`config.mk`:
```
export PLATFORM = sky130hd
export DESIGN_NAME = dht11_response_builder
export DESIGN_NICKNAME = d
export VERILOG_FILES = /design/src/rtl/dht11_response_builder.sv
export SDC_FILE = /design/constraint.sdc
export NUM_CORES = 1
export LEC_CHECK = 0
export ABC_AREA = 1
export BUFFER_PORTS_ARGS = -buffer_cell sky130_fd_sc_hd__buf_4
export CORE_AREA = 5 5 79 88
export CTS_BUF_LIST = sky130_fd_sc_hd__clkbuf_8
export CTS_CLUSTER_SIZE = 28
export DETAILED_ROUTE_END_ITERATION = 12
export DIE_AREA = 0 0 84 93
export PLACE_DENSITY = 0.91
export SYNTH_ARGS = -nofsm -noshare
export SYNTH_HDL_FRONTEND = slang
export SYNTH_SLANG_ARGS = --single-unit
```
`constraint.sdc`:
```
create_clock -name clock -period 1.9 [get_ports clock]
set_clock_uncertainty 0.1 [all_clocks]
set_input_delay 0.285 -clock clock [delete_from_list [all_inputs] [get_ports clock]]
set_output_delay 0.285 -clock clock [all_outputs]
set_load 0.05 [all_outputs]
```
`src/rtl/dht11_response_builder.sv`:
```
// dht11_response_builder
// Accepts a one-byte command, runs one DHT11 sensor transaction, validates the
// 40-bit frame and returns a two-byte response (code, data) over valid/ready.
//
// Ports:
//   clock, reset         system clock, synchronous active-high reset
//   command[7:0]         0x00 status, 0x01 temperature, 0x02 humidity
//   command_valid        one-cycle strobe, honoured only while idle
//   sensor_data[39:0]    raw frame; bit 0 is the first bit on the wire
//   sensor_hold          sensor transaction in progress (informational only)
//   sensor_error         sensor protocol error
//   sensor_done          sensor "data may be sent" flag
//   sensor_enable        sensor block enable (Moore, decoded from state)
//   sensor_reset         sensor block reset  (Moore, decoded from state)
//   tx_data[7:0]         response byte
//   tx_valid / tx_ready  response handshake
//   busy                 high whenever not idle
//
// Build option: define DHT11_CHECKSUM_CHECK_EN to enforce the frame checksum
// (mismatch answers 0xEF). Without it the checksum bytes are never examined.
module dht11_response_builder #(
  parameter int unsigned TIMEOUT_CYCLES = 5_000_000
) (
  input  logic        clock,
  input  logic        reset,
  input  logic [7:0]  command,
  input  logic        command_valid,
  input  logic [39:0] sensor_data,
  input  logic        sensor_hold,
  input  logic        sensor_error,
  input  logic        sensor_done,
  output logic        sensor_enable,
  output logic        sensor_reset,
  output logic [7:0]  tx_data,
  output logic        tx_valid,
  input  logic        tx_ready,
  output logic        busy
);

  localparam int unsigned CNT_W = (TIMEOUT_CYCLES > 1) ? $clog2(TIMEOUT_CYCLES) : 1;
  localparam logic [CNT_W-1:0] CNT_LAST = CNT_W'(TIMEOUT_CYCLES - 1);

  typedef enum logic [2:0] {
    IDLE, START_SENSOR, WAIT_SENSOR, EVALUATE, SEND_CODE, SEND_DATA
  } state_t;

  state_t           state_q, state_d;
  logic [CNT_W-1:0] cnt_q, cnt_d;
  logic [1:0]       cmd_q, cmd_d;
  logic [7:0]       hum_q, hum_d;
  logic [7:0]       temp_q, temp_d;
  logic             err_q, err_d;
  logic [7:0]       code_q, code_d;
  logic [7:0]       data_q, data_d;

  // Frame bytes arrive MSB-first on the wire, so each byte is bit-reversed.
  function automatic logic [7:0] wire_byte(input logic [7:0] raw);
    logic [7:0] res;
    for (int i = 0; i < 8; i++) res[7-i] = raw[i];
    return res;
  endfunction

`ifdef DHT11_CHECKSUM_CHECK_EN
  logic       csum_bad_q, csum_bad_d;
  logic [7:0] csum_c;
  logic       unused_sig;

  // 8-bit wrapping sum of bytes 0..3 against byte 4.
  assign csum_c = wire_byte(sensor_data[7:0])   + wire_byte(sensor_data[15:8]) +
                  wire_byte(sensor_data[23:16]) + wire_byte(sensor_data[31:24]);
  assign unused_sig = sensor_hold;
`else
  logic [24:0] unused_sig;
  assign unused_sig = {sensor_hold, sensor_data[39:24], sensor_data[15:8]};
`endif

  // State and datapath registers.
  always_ff @(posedge clock) begin
    if (reset) begin
      state_q <= IDLE;
      cnt_q   <= '0;
      cmd_q   <= 2'd0;
      hum_q   <= 8'h00;
      temp_q  <= 8'h00;
      err_q   <= 1'b0;
      code_q  <= 8'h00;
      data_q  <= 8'h00;
`ifdef DHT11_CHECKSUM_CHECK_EN
      csum_bad_q <= 1'b0;
`endif
    end else begin
      state_q <= state_d;
      cnt_q   <= cnt_d;
      cmd_q   <= cmd_d;
      hum_q   <= hum_d;
      temp_q  <= temp_d;
      err_q   <= err_d;
      code_q  <= code_d;
      data_q  <= data_d;
`ifdef DHT11_CHECKSUM_CHECK_EN
      csum_bad_q <= csum_bad_d;
`endif
    end
  end

  // Next-state, datapath updates and Moore output decode.
  always_comb begin
    state_d = state_q;
    cnt_d   = cnt_q;
    cmd_d   = cmd_q;
    hum_d   = hum_q;
    temp_d  = temp_q;
    err_d   = err_q;
    code_d  = code_q;
    data_d  = data_q;
`ifdef DHT11_CHECKSUM_CHECK_EN
    csum_bad_d = csum_bad_q;
`endif
    sensor_enable = 1'b0;
    sensor_reset  = 1'b0;
    tx_valid      = 1'b0;
    tx_data       = 8'h00;
    busy          = 1'b1;

    case (state_q)
      IDLE: begin
        busy = 1'b0;
        if (command_valid) begin
          if (command <= 8'h02) begin
            cmd_d   = command[1:0];
            state_d = START_SENSOR;
          end else begin
            // Unknown request: answer immediately without touching the sensor.
            code_d  = 8'hFF;
            data_d  = 8'h00;
            state_d = SEND_CODE;
          end
        end
      end
      START_SENSOR: begin
        sensor_enable = 1'b1;
        sensor_reset  = 1'b1;
        cnt_d         = '0;
        state_d       = WAIT_SENSOR;
      end
      WAIT_SENSOR: begin
        sensor_enable = 1'b1;
        // cnt_q == 0 marks the first wait cycle, where a stale done is ignored.
        if (sensor_done && (cnt_q != '0)) begin
          hum_d   = wire_byte(sensor_data[7:0]);
          temp_d  = wire_byte(sensor_data[23:16]);
          err_d   = sensor_error;
`ifdef DHT11_CHECKSUM_CHECK_EN
          csum_bad_d = (csum_c != wire_byte(sensor_data[39:32]));
`endif
          state_d = EVALUATE;
        end else if (cnt_q == CNT_LAST) begin
          code_d  = 8'h1E;
          data_d  = 8'h00;
          state_d = SEND_CODE;
        end else begin
          cnt_d = cnt_q + CNT_W'(1);
        end
      end
      EVALUATE: begin
        state_d = SEND_CODE;
        data_d  = 8'h00;
        if (err_q) begin
          code_d = 8'h1F;
`ifdef DHT11_CHECKSUM_CHECK_EN
        end else if (csum_bad_q) begin
          code_d = 8'hEF;
`endif
        end else begin
          case (cmd_q)
            2'd0:    code_d = 8'h08;
            2'd1:    begin code_d = 8'h09; data_d = temp_q; end
            default: begin code_d = 8'h0A; data_d = hum_q;  end
          endcase
        end
      end
      SEND_CODE: begin
        tx_valid = 1'b1;
        tx_data  = code_q;
        if (tx_ready) state_d = SEND_DATA;
      end
      SEND_DATA: begin
        tx_valid = 1'b1;
        tx_data  = data_q;
        if (tx_ready) state_d = IDLE;
      end
      default: state_d = IDLE;
    endcase
  end

endmodule

```
==> results of run 1 <==
## worst paths after layout
path                           startpoint                     end  slack, ps  cells after the start
hold reg to reg     hum_q[4]$_SDFFE_PP0P_   hum_q[4]$_SDFFE_PP0P_        360                      2
hold / removal                 command[0]   cmd_q[0]$_SDFFE_PP0P_         70                      3
setup reg to reg    cnt_q[0]$_SDFFE_PP0P_  cnt_q[20]$_SDFFE_PP0P_         30                     13
setup / recovery  state_q[1]$_SDFFE_PP0P_              tx_data[1]         20                      6
## synth_stat cells
cell      number  area (um^2)
nand2_1      118        442.9
nor2_1        82        307.8
inv_1         67        251.5
dfxtp_1       58         1161
a21oi_1       42        210.2
o21ai_0       26        130.1
nand3_1       25        125.1
o22ai_1       12        75.07
clkbuf_1      10        37.54
nand4_1        9        56.30
o21bai_1       9        67.56
xor2_1         9        78.83
nor3_1         7        35.03
nand2_2        5        31.28
a21oi_2        4        35.03
buf_2          4        20.02
clkinv_1       3        11.26
nand2_4        3        33.78
buf_8          2        30.03
ha_1           2        25.02
inv_2          2        7.510
nand3_2        2        20.02
a22oi_2        1        12.51
a31oi_1        1        6.260
nand3b_1       1        7.510
nor2_2         1        6.260
nor2_4         1        11.26
nor3b_1        1        7.510
xnor2_1        1        8.760
## power by group
| part | internal, mW | leakage [nW] | switching [mW] |
|---|---|---|---|
| clock network | 0.884 | 0.124 | 0.558 |
| logic | 0.629 | 1.07 | 1.12 |
| registers | 1.32 | 0.474 | 0.0783 |
| total | 2.83 | 1.66 | 1.76 |
## flip-flops by register name, indices dropped and copies added, names as in the netlist
name     count
temp_q       8
cnt_q       23
state_q      3
hum_q        8
cmd_q        2
err_q        1
data_q       8
code_q       5
## logic make-up (layout without fill, tap and decap cells)
group / after synthesis / after routing / synth area share
flip-flops: 58 / 58 / 0.3569
adder cells (fa/ha/maj): 2 / 2 / 0.007691
buffers and inverters: 88 / 152 / 0.1100
AO/OA/AOI/OAI: 95 / 95 / 0.1650
XOR/XNOR: 10 / 10 / 0.02692
AND/OR/NAND/NOR: 255 / 255 / 0.3335
## worst register-to-register path: cells and delay by family, from the launching register on
family                     cells  cell delay (ps)
adders and majority gates      1              140
and+or+nand+nor               10              850
DFF                            1              380
buffers and inverters          2              270
## per-stage QoR
| stage | area, um^2 | cells | util |
|---|---|---|---|
| 2_1_floorplan | 3256 | 508 | - |
| 3_3_place_gp | 3741 | 630 | 0.6229 |
| 3_5_place_dp | 3741 | 630 | 0.6229 |
| 4_1_cts | 4018 | 646 | 0.6690 |
| 5_1_grt | 4285 | 652 | 0.7135 |
| 6_report | 4285 | 652 | 0.7135 |
## repair_timing
action | CTS | global route
hold buffers | 0 | 0
gates resized for setup | 12 | 60
cloned | 0 | 1
setup endpoints to repair | 12 | 59
buffers inserted | 0 | 5
pin swaps | 0 | 9
hold endpoints to repair | 0 | 0
## routing by layer
| layer | vias to the layer above | wire (um) | track usage |
|---|---|---|---|
| met4 | 0 | 444 | 0.1166 |
| met5 | - | 0 | 0 |
| li1 | 1741 | - | - |
| met1 | 1649 | 3667 | 0.2717 |
| met3 | 58 | 836 | 0.04229 |
| met2 | 233 | 4876 | 0.3873 |
## cell type report
| type | count | area [um^2] | area share |
|---|---|---|---|
| Clock inverter | 7 | 125.1 | 0.02920 |
| Clock buffer | 9 | 123.9 | 0.02891 |
| Tap cell | 80 | 100.1 | 0.02336 |
| Timing Repair Buffer | 64 | 581.8 | 0.1358 |
| Multi-Input combinational cell | 362 | 1893 | 0.4418 |
| Inverter | 72 | 280.3 | 0.06540 |
| Sequential cell | 58 | 1181 | 0.2756 |
==> results by group, run 1 <==
Run status
  • Status: finished, final reports clean

Yosys
  • Syn_area_per_cell: 6.404 um^2
  • Sequential fraction of the synthesis area: 0.3569
  • Count of cell types in the netlist: 29
  • Syn nets: 565
  • Post-synthesis register bit count: 58
  • Synth Instances: 508
  • Post-Syn Area: 3253 um^2
  • Ys Warns: 0

STA
  • Achievable frequency: 533.0 MHz
  • Actual slew at the worst max-slew pin: 361.8 ps
  • Hold WS: 74.59 ps
  • Slew margin rel.: 0.7588
  • Final Hold Viols: 0
  • Slew Limit Fails: 0
  • Min Clock Period, post-route: 1876 ps
  • Total negative setup slack: 0 ps
  • Fin crit share: 0.9875
  • Setup ws final: 23.74 ps
  • Setup Viol. Count Final: 0

Placement
  • RePlAce Congestion: 0.9347
  • Number of port buffers: 41
  • Dpl hpwl: 5833 um
  • Place WS: 26.28 ps

Critical path
  • Critical Path Fanout Max: 8
  • Critical Path Sink Type: primary output
  • Delay-heaviest family, CP: buffers and inverters
  • CP Cell Sequence: inv_4 -> nand2_4 -> nor2_4 -> clkinv_4 -> o22ai_4 -> buf_6
  • CP max stage cell: dfxtp_4
  • Crit path kind: flop to primary output
  • Req. time, crit path: 1510 ps
  • Critical Path Source Type: flop
  • Arr. time, crit path: 1490 ps
  • Crit path buf inv count: 3
  • Max stage delay on crit path: 360 ps

Finish
  • Most frequent cells in the layout: nand2_1, nor2_1, inv_1
  • Area delta synth->final: 31.73%
  • Commonest non-fill, non-tap cell in the layout: nand2_1
  • # diodes: 0
  • Nets: 624
  • Fill cells: 409
  • Ratio of cells with drive above 1 in the final layout: 0.2343

Pwr
  • IR drop worst, VDD: 709.3 uV
  • Pwr dens: 1071 nW/um^2
  • Static leakage: 1.664 nW
  • Total power: 4.591 mW

Routing
  • Wire length per cell: 15.07 um
  • Vias per cell: 5.646
  • DRC: 0
  • Drt first pass iters: 8
  • Initial DRC count: 594
  • WL final: 9824 um
  • Antenna viol nets, final: 0
  • DR vias: 3681

GRT
  • Vias in the first global route: 3337
  • First-pass GRT wire length: 14550 um
  • Gr ovfl total: 0
  • Antenna violations before repair: 0
  • Largest net degree at the start of global routing: 44
  • Gr usage total: 0.2268

Clocking
  • Clock Tree Root: clkbuf_8
  • Clock transition at path regs: 80 ps
  • Clk buf depth: 2
  • CTS tree: done
  • Clk sinks: 58
  • H-tree depth: 3
  • Number of buffers created by CTS: 9
  • Worst-skew pair later-pin latency: 340 ps

Floorplan
  • Row Count: 30
  • Die ar.: 7812 um^2
  • Die width: 84 um
  • Initial core utilization: 0.5417
  • Core ar.: 6006 um^2
  • Ports: 67
  • Vert. Die Dim: 93 um

Worst hold path
  • Tightest Hold Check Type: input port to flop

Flow run
  • Max-cap viol count: 0
Power figures use the tool's default switching activity.
==> inputs of run 2 (changes only) <==
--- a/config.mk
+++ b/config.mk
@@ -12,7 +12,7 @@
 export CTS_CLUSTER_SIZE = 28
 export DETAILED_ROUTE_END_ITERATION = 12
 export DIE_AREA = 0 0 84 93
-export PLACE_DENSITY = 0.91
+export PLACE_DENSITY = 0.8
 export SYNTH_ARGS = -nofsm -noshare
 export SYNTH_HDL_FRONTEND = slang
 export SYNTH_SLANG_ARGS = --single-unit
==> constraint.sdc (replaced) <==
create_clock -name clock -period 1.9 [get_ports clock]
set_clock_uncertainty 0.1 [all_clocks]
set_input_delay 0.475 -clock clock [delete_from_list [all_inputs] [get_ports clock]]
set_output_delay 0.475 -clock clock [all_outputs]
set_load 0.05 [all_outputs]
==> run 2 against run 1 <==
  * The flow now finishes with violations (negative setup slack)
  * Setup slack got worse by 150 ps
  * Critical path depth unchanged
  * Maximum frequency is 7.5% lower
  * Utilization up 0.69 points
  * Design area rose by 0.96%
  * Worst hold slack improved by 200 ps
  * Clock power down 9.7%
  * Register-to-register slack better by 60 ps
  * Largest cell class unchanged
  * Largest power group unchanged
==> results by group, run 2 (same netlist as run 1, synthesis figures left out) <==
Run status
  • Status: finished with violations
  • Failing checks: negative setup slack

Critical path
  • Reg2reg start: cnt_q[1]$_SDFFE_PP0P_
  • Delay-heaviest family, CP: flip-flops
  • Worst R2R Setup Slack: 90 ps
  • R2r endpoint: cnt_q[6]$_SDFFE_PP0P_
  • Max stage delay on crit path: 370 ps
  • CP Cell Sequence: inv_6 -> nand2_4 -> nor2_4 -> inv_4 -> o21ai_2 -> buf_6
  • Critical Path Fanout Max: 8
  • CP max stage cell: dfxtp_4
  • R2R cell count: 9
  • Req. time, crit path: 1320 ps
  • Crit path buf inv count: 3
  • Critical Path Sink Type: primary output
  • Critical Path Source Type: flop
  • Worst setup path startpoint: state_q[1]$_SDFFE_PP0P_
  • Crit path kind: flop to primary output
  • Arr. time, crit path: 1450 ps

Finish
  • FF+latch area: 1180 um^2
  • Nets: 633
  • Multi-input logic area: 1913 um^2
  • Number of flip-flops in the largest register: 23
  • Fill cells: 455
  • Ratio of cells with drive above 1 in the final layout: 0.2478
  • Largest Register: cnt_q
  • Final Cell Area: 4327 um^2
  • Commonest non-fill, non-tap cell in the layout: nand2_1
  • # diodes: 0
  • Util after Layout: 0.7204
  • Area delta synth->final: 33.00%
  • Most frequent cells in the layout: nand2_1, nor2_1, inv_1

Clocking
  • Worst-skew pair later-pin latency: 350 ps
  • Number of buffers created by CTS: 9
  • H-tree depth: 3
  • Clk buf depth: 2
  • Clock Tree Root: clkbuf_8
  • CTS tree: done
  • Clock transition at path regs: 80 ps
  • Clk sinks: 58
  • Hold_buf cts: 0

Floorplan
  • Initial core utilization: 0.5417
  • Vert. Die Dim: 93 um
  • Die width: 84 um
  • Ports: 67
  • Row Count: 30
  • Core ar.: 6006 um^2
  • Die ar.: 7812 um^2

Worst hold path
  • Tightest Hold Check Type: input port to flop
  • HP Start: command[0]
  • Hold path endpoint: cmd_q[0]$_SDFFE_PP0P_
  • Worst Hold Depth: 3

Pwr
  • Total power: 4.518 mW
  • Static leakage: 1.693 nW
  • Pwr dens: 1044 nW/um^2
  • IR drop worst, VDD: 627.8 uV

STA
  • Setup Viol. Count Final: 9
  • RSZ-0062 raised after global routing: yes
  • Setup ws final: -127.7 ps
  • Fin crit share: 1.067
  • Slew Limit Fails: 0
  • Hold WS: 272.3 ps
  • Slew margin rel.: 0.7747
  • Final Hold Viols: 0
  • Total negative setup slack: -796.8 ps
  • Actual slew at the worst max-slew pin: 337.1 ps
  • Achievable frequency: 493.2 MHz
  • Min Clock Period, post-route: 2028 ps

Routing
  • Drt first pass iters: 5
  • Wire length per cell: 13.75 um
  • DR vias: 3543
  • DRC: 0
  • Antenna viol nets, final: 0
  • WL final: 9092 um
  • Initial DRC count: 241
  • Vias per cell: 5.360

GRT
  • Vias in the first global route: 3336
  • First-pass GRT wire length: 14480 um
  • Gr ovfl total: 0
  • Gr usage total: 0.2265
  • Largest net degree at the start of global routing: 35
  • Antenna violations before repair: 0

Placement
  • RePlAce Congestion: 0.9435
  • Post-DP Area: 3801 um^2
  • Number of port buffers: 41
  • Dpl hpwl: 5990 um

Flow run
  • Max-cap viol count: 0
-- run 2: worst max-delay path by stage --
stage,endpoint,depth (start not counted)
global route,tx_data[4],6
detailed placement,cnt_q[22]$_SDFFE_PP0P_,10
global placement,cnt_q[22]$_SDFFE_PP0P_,10
floorplan,tx_data[1],4
CTS,tx_data[4],6
finish,tx_data[5],6
-- run 2: where the power goes --
part	switching (mW)	internal [mW]	total (mW)	leakage, nW
logic	1.16	0.667	1.83	1.11
clock network	0.548	0.748	1.30	0.106
registers	0.0726	1.32	1.39	0.473
-- run 2: repair_timing --
item,in CTS,in global routing
buffers inserted,4,2
endpoints found under the setup margin,12,62
pin swaps,4,7
gates resized for setup,33,39
cloned,0,0
-- run 2: layout make-up --
cell class | count | area share
inverters | 72 | 0.06536
multi-input cells | 362 | 0.4422
clock buffers | 9 | 0.02863
repair buffers | 73 | 0.1446
well taps | 80 | 0.02313
flip-flops and latches | 58 | 0.2727
clock inverters | 7 | 0.02342
-- run 2: stage by stage --
step	worst slack (ps)	cells
after floorplan	-196.3	508
after global placement	68.98	639
after detailed placement	-7.130	639
after CTS	-77.77	659
after global routing	-141.4	661
final	-127.7	661
-- run 2: worst register-to-register path, cell delays in order (launching register included) --
cell	delay [ps]
dfxtp_4	370
inv_1	90
ha_1	150
nand2_1	60
nor2_1	110
nand3_1	170
nand3_4	180
buf_4	220
nand3_1	130
a21oi_1	170
-- run 2: routing by layer --
metal	vias to the layer above	routed length, um	GRT usage	part of all wire
met3	29	430	0.05639	0.047
met2	118	4624	0.3966	0.51
met5	-	0	0	0
met1	1645	3751	0.2560	0.41
li1	1751	-	-	-
met4	0	285	0.1126	0.031
==> inputs of run 3 (changes only) <==
--- a/config.mk
+++ b/config.mk
@@ -7,12 +7,11 @@
 export LEC_CHECK = 0
 export ABC_AREA = 1
 export BUFFER_PORTS_ARGS = -buffer_cell sky130_fd_sc_hd__buf_4
-export CORE_AREA = 5 5 79 88
+export CORE_AREA = 5 5 143 77
 export CTS_BUF_LIST = sky130_fd_sc_hd__clkbuf_8
 export CTS_CLUSTER_SIZE = 28
 export DETAILED_ROUTE_END_ITERATION = 12
-export DIE_AREA = 0 0 84 93
-export PLACE_DENSITY = 0.8
+export DIE_AREA = 0 0 148 82
 export SYNTH_ARGS = -nofsm -noshare
 export SYNTH_HDL_FRONTEND = slang
 export SYNTH_SLANG_ARGS = --single-unit
==> constraint.sdc (replaced) <==
create_clock -name clock -period 2.06 [get_ports clock]
set_clock_uncertainty 0.1 [all_clocks]
set_input_delay 0.515 -clock clock [delete_from_list [all_inputs] [get_ports clock]]
set_output_delay 0.515 -clock clock [all_outputs]
set_load 0.05 [all_outputs]
==> run 3 against run 2 <==
  * The flow now finishes without violations
  * Utilization decreased by 30 points
  * First-iteration DRC count rose by 14%
  * Setup slack better by 130 ps
  * Wire length up 7.1%
  * Sequential power decreased by 9%
  * Global-route usage fell by 6.0 points
  * Sequential share of layout area up 1.2 points
  * Register-to-register slack better by 90 ps
  * Design area down 5.3%
  * Die area is 55% higher
  * Worst hold slack improved by 46 ps
  * Critical path type unchanged
  * Largest power group unchanged
==> results by group, run 3 (same netlist as run 1, synthesis figures left out) <==
Run status
  • Status: finished, final reports clean

GRT
  • Gr usage total: 0.1661
  • First-pass GRT wire length: 15530 um
  • Antenna violations before repair: 0
  • Largest net degree at the start of global routing: 48
  • Gr ovfl total: 0
  • Vias in the first global route: 2994

Finish
  • # diodes: 0
  • Number of flip-flops in the largest register: 23
  • Fill cells: 1041
  • Multi-input logic area: 1822 um^2
  • Largest Register: cnt_q
  • Ratio of cells with drive above 1 in the final layout: 0.2081
  • Nets: 619
  • Final Cell Area: 4099 um^2
  • Area delta synth->final: 26.00%
  • Most frequent cells in the layout: nand2_1, nor2_1, inv_1
  • Commonest non-fill, non-tap cell in the layout: nand2_1
  • FF+latch area: 1166 um^2

Critical path
  • Critical Path Fanout Max: 8
  • Reg2reg start: cnt_q[16]$_SDFFE_PP0P_
  • Worst R2R Setup Slack: 180 ps
  • Critical Path Source Type: flop
  • CP Capture Point: tx_data[2]
  • Crit path kind: flop to primary output
  • Critical Path Sink Type: primary output
  • R2R cell count: 9
  • Req. time, crit path: 1440 ps
  • R2r endpoint: data_q[7]$_SDFFE_PP0P_
  • Arr. time, crit path: 1440 ps
  • Worst setup path startpoint: state_q[1]$_SDFFE_PP0P_

Placement
  • Place WS: 91.36 ps
  • Dpl hpwl: 7441 um
  • RePlAce Congestion: 1.025
  • Number of port buffers: 41
  • Post-DP Area: 3779 um^2

Routing
  • Wire length per cell: 14.06 um
  • DRC: 0
  • Antenna viol nets, final: 0
  • Initial DRC count: 274
  • DR vias: 3349
  • Vias per cell: 4.833
  • WL final: 9741 um
  • Drt first pass iters: 5

Floorplan
  • Core ar.: 9727 um^2
  • Initial core utilization: 0.3344
  • Die width: 148 um
  • Row Count: 26
  • Vert. Die Dim: 82 um
  • Die ar.: 12140 um^2
  • Ports: 67

Flow run
  • Max-cap viol count: 0

STA
  • Actual slew at the worst max-slew pin: 511.9 ps
  • Slew margin rel.: 0.6575
  • RSZ-0062 raised after global routing: yes
  • Setup Viol. Count Final: 0
  • Hold WS: 318.7 ps
  • Final Hold Viols: 0
  • Achievable frequency: 486.9 MHz
  • Setup ws final: 6.291 ps
  • Slew Limit Fails: 0
  • Min Clock Period, post-route: 2054 ps
  • Fin crit share: 0.9969

Clocking
  • CTS tree: done
  • Number of buffers created by CTS: 9
  • Clk sinks: 58
  • Clk buf depth: 2
  • Worst-skew pair later-pin latency: 350 ps
  • Clock transition at path regs: 60 ps
  • H-tree depth: 3
  • Clock Tree Root: clkbuf_8
  • Hold_buf cts: 0

Pwr
  • IR drop worst, VDD: 311.8 uV
  • Psw: 1.499 mW
  • Combinational share of power: 0.393
  • Static leakage: 1.585 nW
  • Flop pwr share: 0.350
  • Pwr dens: 886.8 nW/um^2
  • Int Power: 2.136 mW
  • Clock power frac: 0.257
  • Switching Fraction: 0.4123

Worst hold path
  • Tightest Hold Check Type: input port to flop
  • HP Start: command[0]
run 3: changes by cell type in the layout (fill, tap and decap cells not counted), moves of 3 or more:
cell,before,now
buf_4,58,48
buf_6,12,9
clkinv_2,0,3
dfxtp_1,51,54
dfxtp_4,4,0
nand2_2,3,8
nand2_4,9,4
nor2_4,6,3
run 3: routing by layer:
metal  up-vias  track usage  routed length (um)
met3        10      0.06395                 873
met1      1511       0.2641                5422
met2        98       0.1960                3358
met5         -            0                   0
li1       1730            -                   -
met4         0      0.04147                  87
run 3: critical path, cell delays in order, from the launching register on:
cell	delay, ps
dfxtp_2	340
inv_2	70
nand2_2	90
nor2_4	150
inv_6	80
o22ai_2	180
buf_6	180
run 3: through the flow:
stage          setup TNS (ps)  cells    util  power, mW
5_1_grt                -377.7    693  0.4214      3.849
4_1_cts                -189.3    692  0.4091      3.511
3_3_place_gp                0    675  0.3885      2.508
6_report                    0    693  0.4214      3.635
2_1_floorplan           -1623    508       -      2.147
3_5_place_dp                0    675  0.3885      2.525
run 3: how the worst min path moves through the flow:
stage	to	cells past startpoint
6_report	cmd_q[0]$_SDFFE_PP0P_	3
3_3_place_gp	hum_q[5]$_SDFFE_PP0P_	2
5_1_grt	cmd_q[0]$_SDFFE_PP0P_	3
2_1_floorplan	hum_q[0]$_SDFFE_PP0P_	2
4_1_cts	cmd_q[0]$_SDFFE_PP0P_	3
3_5_place_dp	temp_q[2]$_SDFFE_PP0P_	2
run 3: what timing repair did:
| item | in CTS | in global routing |
|---|---|---|
| resized for setup | 10 | 36 |
| buffers inserted | 1 | 1 |
| pin swaps | 1 | 3 |
| hold endpoints to repair | 0 | 0 |
| setup endpoints to repair | 9 | 29 |
run 3: cell type report:
cell class                      count  share of cell area
Clock inverter                      6            0.008242
Inverter                           72             0.06838
Clock buffer                       10             0.03358
Tap cell                          126             0.03846
Timing Repair Buffer               59              0.1224
Multi-Input combinational cell    362              0.4444
Sequential cell                    58              0.2845
run 3: power groups by stage:
stage / combinational (mW) / sequential [mW] / clock (mW)
finish: 1.43 / 1.27 / 0.934
floorplan: 0.879 / 1.27 / 0
global placement: 1.23 / 1.28 / 0
detailed placement: 1.24 / 1.28 / 0
CTS: 1.29 / 1.26 / 0.967
global route: 1.55 / 1.28 / 1.01
